===== src/rtl/tcdm_pkg.sv =====
// Shared TCDM definitions used by the core-side request tracker and the bank-side adapter.
package tcdm_pkg;

    typedef enum logic [3:0] {
        AMONone = 4'h0,
        AMOSwap = 4'h1,
        AMOAdd  = 4'h2,
        AMOAnd  = 4'h3,
        AMOOr   = 4'h4,
        AMOXor  = 4'h5,
        AMOMax  = 4'h6,
        AMOMaxu = 4'h7,
        AMOMin  = 4'h8,
        AMOMinu = 4'h9,
        AMOLR   = 4'hA,
        AMOSC   = 4'hB
    } amo_op_t;

    function automatic bit is_pow2_ge2(int unsigned n);
        return (n >= 2) && ((n & (n - 1)) == 0);
    endfunction

endpackage


===== src/rtl/tcdm_req_tracker.sv =====
// Core-side TCDM request tracker: tags outgoing loads/AMOs and releases their
// responses to the core in allocation order through a small reorder buffer.
module tcdm_req_tracker
    import tcdm_pkg::*;
#(
    parameter int unsigned AddrWidth      = 32,
    parameter int unsigned DataWidth      = 32,
    parameter int unsigned NumOutstanding = 4,
    parameter int unsigned CoreIDWidth    = 1,
    parameter int unsigned CoreId         = 0,
    localparam int unsigned TagWidth      = $clog2(NumOutstanding),
    localparam int unsigned BeWidth       = DataWidth / 8
) (
    input  logic                   clk_i,
    input  logic                   rst_ni,

    input  logic                   req_valid_i,
    output logic                   req_ready_o,
    input  logic [AddrWidth-1:0]   req_addr_i,
    input  logic                   req_write_i,
    input  amo_op_t                req_amo_i,
    input  logic [DataWidth-1:0]   req_wdata_i,
    input  logic [BeWidth-1:0]     req_be_i,

    output logic                   rsp_valid_o,
    input  logic                   rsp_ready_i,
    output logic [DataWidth-1:0]   rsp_rdata_o,

    output logic                   out_valid_o,
    input  logic                   out_ready_i,
    output logic [AddrWidth-1:0]   out_addr_o,
    output logic                   out_write_o,
    output amo_op_t                out_amo_o,
    output logic [DataWidth-1:0]   out_wdata_o,
    output logic [BeWidth-1:0]     out_be_o,
    output logic [CoreIDWidth-1:0] out_core_id_o,
    output logic [TagWidth-1:0]    out_tag_o,

    input  logic                   in_valid_i,
    output logic                   in_ready_o,
    input  logic [DataWidth-1:0]   in_rdata_i,
    input  logic [TagWidth-1:0]    in_tag_i,

    output logic                   busy_o
);

    localparam logic [TagWidth:0] Depth = (TagWidth + 1)'(NumOutstanding);

    if (DataWidth != 32) begin : gen_bad_data_width
        $error("tcdm_req_tracker: only DataWidth = 32 is supported");
    end
    if (!is_pow2_ge2(NumOutstanding)) begin : gen_bad_depth
        $error("tcdm_req_tracker: NumOutstanding must be a power of two >= 2");
    end

    logic [TagWidth-1:0]       head_q, head_d;
    logic [TagWidth-1:0]       tail_q, tail_d;
    logic [TagWidth:0]         count_q, count_d;
    logic [NumOutstanding-1:0] done_q, done_d;
    logic [DataWidth-1:0]      data_q [NumOutstanding];
    logic [DataWidth-1:0]      data_d [NumOutstanding];

    logic full;
    logic alloc;
    logic pop;

    // Full is taken from the registered count only, so a same-cycle pop never frees a slot.
    assign full        = (count_q == Depth);
    assign out_valid_o = req_valid_i & (req_write_i | ~full);
    assign req_ready_o = out_ready_i & (req_write_i | ~full);
    assign alloc       = req_valid_i & req_ready_o & ~req_write_i;

    assign out_addr_o    = req_addr_i;
    assign out_write_o   = req_write_i;
    assign out_amo_o     = req_amo_i;
    assign out_wdata_o   = req_wdata_i;
    assign out_be_o      = req_be_i;
    assign out_core_id_o = CoreIDWidth'(CoreId);
    assign out_tag_o     = tail_q;

    assign in_ready_o  = 1'b1;
    assign rsp_valid_o = done_q[head_q];
    assign rsp_rdata_o = data_q[head_q];
    assign pop         = rsp_valid_o & rsp_ready_i;
    assign busy_o      = (count_q != '0);

    always_comb begin
        head_d  = head_q;
        tail_d  = tail_q;
        count_d = count_q;
        done_d  = done_q;
        data_d  = data_q;

        if (alloc) begin
            tail_d = tail_q + TagWidth'(1);
        end
        if (pop) begin
            head_d         = head_q + TagWidth'(1);
            done_d[head_q] = 1'b0;
        end
        // The popped head is already done, so an incoming response never targets it.
        if (in_valid_i) begin
            done_d[in_tag_i] = 1'b1;
            data_d[in_tag_i] = in_rdata_i;
        end

        case ({alloc, pop})
            2'b10:   count_d = count_q + (TagWidth + 1)'(1);
            2'b01:   count_d = count_q - (TagWidth + 1)'(1);
            default: count_d = count_q;
        endcase
    end

    always_ff @(posedge clk_i or negedge rst_ni) begin
        if (!rst_ni) begin
            head_q  <= '0;
            tail_q  <= '0;
            count_q <= '0;
            done_q  <= '0;
        end else begin
            head_q  <= head_d;
            tail_q  <= tail_d;
            count_q <= count_d;
            done_q  <= done_d;
        end
    end

    always_ff @(posedge clk_i) begin
        data_q <= data_d;
    end

    logic [TagWidth-1:0] rsp_offset;
    assign rsp_offset = in_tag_i - head_q;

    // A response must target an entry inside the live window that has not completed yet.
    a_rsp_tag_legal: assert property (@(posedge clk_i) disable iff (!rst_ni)
        in_valid_i |-> (({1'b0, rsp_offset} < count_q) && !done_q[in_tag_i]))
        else $error("tcdm_req_tracker: response to unallocated or already-done tag %0d", in_tag_i);

endmodule

===== config.mk =====
export PLATFORM = sky130hd
export DESIGN_NAME = tcdm_req_tracker
export DESIGN_NICKNAME = d
export VERILOG_FILES = /design/src/rtl/tcdm_pkg.sv /design/src/rtl/tcdm_req_tracker.sv
export SDC_FILE = /design/constraint.sdc
export NUM_CORES = 1
export LEC_CHECK = 0
export CORE_ASPECT_RATIO = 0.8
export CORE_MARGIN = 1
export CORE_UTILIZATION = 40
export DETAILED_ROUTE_END_ITERATION = 10
export PLACE_DENSITY = 0.77
export SYNTH_ARGS = -nofsm -noshare
export SYNTH_HDL_FRONTEND = slang
export SYNTH_SLANG_ARGS = --single-unit

===== constraint.sdc =====
create_clock -name clk_i -period 1.9 [get_ports clk_i]
set_input_delay 0.57 -clock clk_i [delete_from_list [all_inputs] [get_ports clk_i]]
set_output_delay 0.57 -clock clk_i [all_outputs]
set_load 0.05 [all_outputs]

==> flow_metrics.env <==
export IMPL_status="complete, but fails checks"
export IMPL_violations="setup timing"
export IMPL_track_usage_pct=15.4
export IMPL_switching_share_pct=34.7
export IMPL_yosysUniqueCellTypes=30
export IMPL_crit_family="multiplexers"
export IMPL_ys_warn_count=0
export IMPL_ys_top_cells_by_area="edfxtp_1 (66%), mux4_2 (12%), buf_4 (10%), dfrtp_1 (4.7%), ha_1 (1.1%)"
export IMPL_yosys_most_used_dff="edfxtp_1"
export IMPL_synth_area_mm2=0.00586
export IMPL_fin_ws_ns=-0.463
export IMPL_cts_tree="yes"
export IMPL_period_share_pct=124
export IMPL_skew_ns=0.00543
export IMPL_grt_overflow=0
export IMPL_avgSynthCellArea_um2=19.0
export IMPL_p_clk_share_pct=22.6
export IMPL_postCtsHoldBufs=0
export IMPL_cts_sinks=139
export IMPL_netSwitchingPower_mw=4.23
export IMPL_wl_mm=10.9
export IMPL_place_congestion=0.713
export IMPL_io_buffer_count=79
export IMPL_p_leak_nw=2.68
export IMPL_slowest_delay_ns=0.55
export IMPL_worst_slew_pin_slew_ns=0.527
export IMPL_row_count=39
export IMPL_numCtsBuffers=17
export IMPL_hold_viol=0
export IMPL_met1_usage_pct=17.7
export IMPL_hp_class="reg -> reg"
export IMPL_min_delay_start="out_tag_o[1]"
export IMPL_die_w_um=137
export IMPL_yosysSeqAreaShare_pct=70.2
export IMPL_r2r_start="count_q[0]"
export IMPL_reg2reg_to="count_q[2]"
export IMPL_gr_usage_met3_pct=5.62
export IMPL_finalCriticalPeriod_ns=2.36
export IMPL_synth_edf_count=128
export IMPL_crit_path_cell_trace="buf_12, buf_12, mux4_2, buf_12"
export IMPL_drcViolationCount=0
export IMPL_synth_common_cells="edfxtp_1 (128), buf_4 (79), mux4_2 (32)"
export IMPL_grt_pass1_wl_mm=16.2
export IMPL_cts_root_buf="clkbuf_16"
export IMPL_firstDrtPassIters=4
export IMPL_r2r_cells=9
export IMPL_crit_type="reg -> out"
export IMPL_rsz0062_at_grt="true"
export IMPL_worstPathArrival_ns=1.79
export IMPL_htree_levels=4
export IMPL_worstPathMaxFanout=8
export IMPL_dp_slack_ns=-0.683
export IMPL_fmax_ghz=0.423
export IMPL_r2r_setup_slack_ns=-0.09
export IMPL_vias=2726
export IMPL_io_pins=226
export IMPL_dieArea_mm2=0.0152
export IMPL_grt_max_degree=20
export IMPL_synth_nets=427
export IMPL_postSynthCellCount=308
export IMPL_avgRoutedWirePerCell_um=19.8
export IMPL_cp_slowest_cell="mux4_2"
export IMPL_pwr_share_seq_pct=30.8
export IMPL_die_h_um=110
export IMPL_vdd_drop_max_mv=0.941
export IMPL_crit_top_cell="buf_12"
export IMPL_drt_initial_drc_count=164
export IMPL_powerDensity_mw_per_mm2=1620
export IMPL_synth_top_area_cell="edfxtp_1"
export IMPL_hpwl_mm=7.06
export IMPL_layout_drive_gt1_share_pct=41.7
export IMPL_yosysMostFrequentCell="edfxtp_1"
export IMPL_cts_path_max_buffers=2
export IMPL_cp_end_kind="output port"
export IMPL_clock_latency_ns=0.42
export IMPL_core_mm2=0.0143
export IMPL_grt_pass1_vias=2899
export IMPL_antennaDiodeCount=0
export IMPL_nets=476
export IMPL_use_met2_pct=24.0
export IMPL_required_ns=1.33
export IMPL_hold_path_end="out_tag_o[1]"
export IMPL_p_comb_share_pct=46.6
export IMPL_setup_viol=37
export IMPL_slew_headroom_pct=64.7
export IMPL_syn_to_final_growth_pct=28.4
export IMPL_antenna_found_initial=0
export IMPL_startpoint_type="flip-flop"
export IMPL_vias_per_cell=4.93
export IMPL_async_reset_ff_share_pct=7.91
export IMPL_p_int_mw=7.95
export IMPL_start_util_pct=41.0
export IMPL_clk_pin_slew_ns=0.05
export IMPL_slew_violations=0
export IMPL_antenna_left=0
export IMPL_drv_cap=0
export IMPL_final_core_util_pct=52.6
export IMPL_synth_top_area_share_pct=65.5
export IMPL_crit_buf_inv=3
export IMPL_synth_seq_cells=139
export IMPL_grt_busiest_layer="met2"
export IMPL_min_path_cells=1
==> what timing repair did <==
action	CTS	global route
cloned	0	2
gates resized for setup	36	10
setup endpoints to repair	38	39
setup buffers	5	6
pin swaps	5	4
==> worst max path at each step <==
stage	startpoint	end	slack [ns]	depth (start not counted)
CTS	head_q[0]	rsp_rdata_o[23]	-0.52	3
global route	head_q[0]	rsp_rdata_o[23]	-0.52	4
finish	head_q[0]	rsp_rdata_o[23]	-0.46	4
detailed placement	rsp_ready_i	count_q[2]	-0.68	9
floorplan	rsp_ready_i	count_q[2]	-0.10	8
global placement	rsp_ready_i	count_q[2]	-0.62	9
==> stage by stage <==
stage / hold WS, ns / total power [mW] / instances / setup TNS (ns) / area [µm²]
2_1_floorplan: 0.274 / 7.48 / 308 / -1.43 / 5920
3_3_place_gp: 0.462 / 8.86 / 511 / -5.48 / 6740
3_5_place_dp: 0.470 / 8.91 / 511 / -5.13 / 6740
4_1_cts: 0.482 / 12.0 / 546 / -16.32 / 7390
5_1_grt: 0.523 / 12.7 / 553 / -16.96 / 7530
6_report: 0.485 / 12.2 / 553 / -14.83 / 7530
==> cells by family after synthesis <==
logic type | share of synthesized area [%]
and+or+nand+nor | 2.30
buffers and inverters | 10.9
muxes | 13.2
AOI/OAI and AO/OA | 1.07
adders and majority gates | 1.41
other | 0.128
xor gates and xnor gates | 0.747
DFF | 70.2
==> flip-flops by register name, indices dropped and copies added (netlist names) <==
name and flops:
data_q 128, head_q 2, done_q 4, count_q 3, out_tag_o 2
==> power groups by stage <==
stage          Combinational (mW)  Clock [mW]  Sequential (mW)
2_1_floorplan                3.63           0             3.85
3_3_place_gp                 5.04           0             3.81
3_5_place_dp                 5.08           0             3.83
4_1_cts                      5.45        2.82             3.77
5_1_grt                      5.95        2.93             3.77
6_report                     5.67        2.76             3.75
==> cell type report <==
cell class / count / area, µm²
well taps: 184 / 230
clock buffers: 19 / 433
repair buffers: 113 / 1470
inverters: 6 / 22.5
fillers: 1086 / 6770
flip-flops and latches: 139 / 4120
clock inverters: 12 / 58.8
multi-input cells: 80 / 1190
==> placed cells by master (no fill, tap or decap), types with 2 or more instances in the layout <==
cell / n
a21oi_1: 3
and3b_2: 2
buf_12: 30
buf_4: 15
buf_6: 24
buf_8: 2
clkbuf_1: 2
clkbuf_16: 19
clkdlybuf4s50_1: 38
clkinv_1: 3
clkinv_2: 8
conb_1: 2
dfrtp_1: 9
dfrtp_2: 2
dlymetal6s2s_1: 2
edfxtp_1: 128
ha_1: 4
inv_1: 5
mux2_4: 2
mux4_2: 32
nor2_1: 6
nor2b_1: 3
nor2b_2: 3
xnor2_1: 3
xor2_1: 2
==> metal layers <==
metal | share of wire, % | vias up | wire length [µm]
met1 | 39 | 1370 | 4290
met5 | 0 | - | 0
met3 | 7.0 | 62 | 764
met2 | 49 | 91 | 5350
li1 | - | 1203 | -
met4 | 4.8 | 0 | 526
No activity file was read; power rests on OpenSTA's default activity.
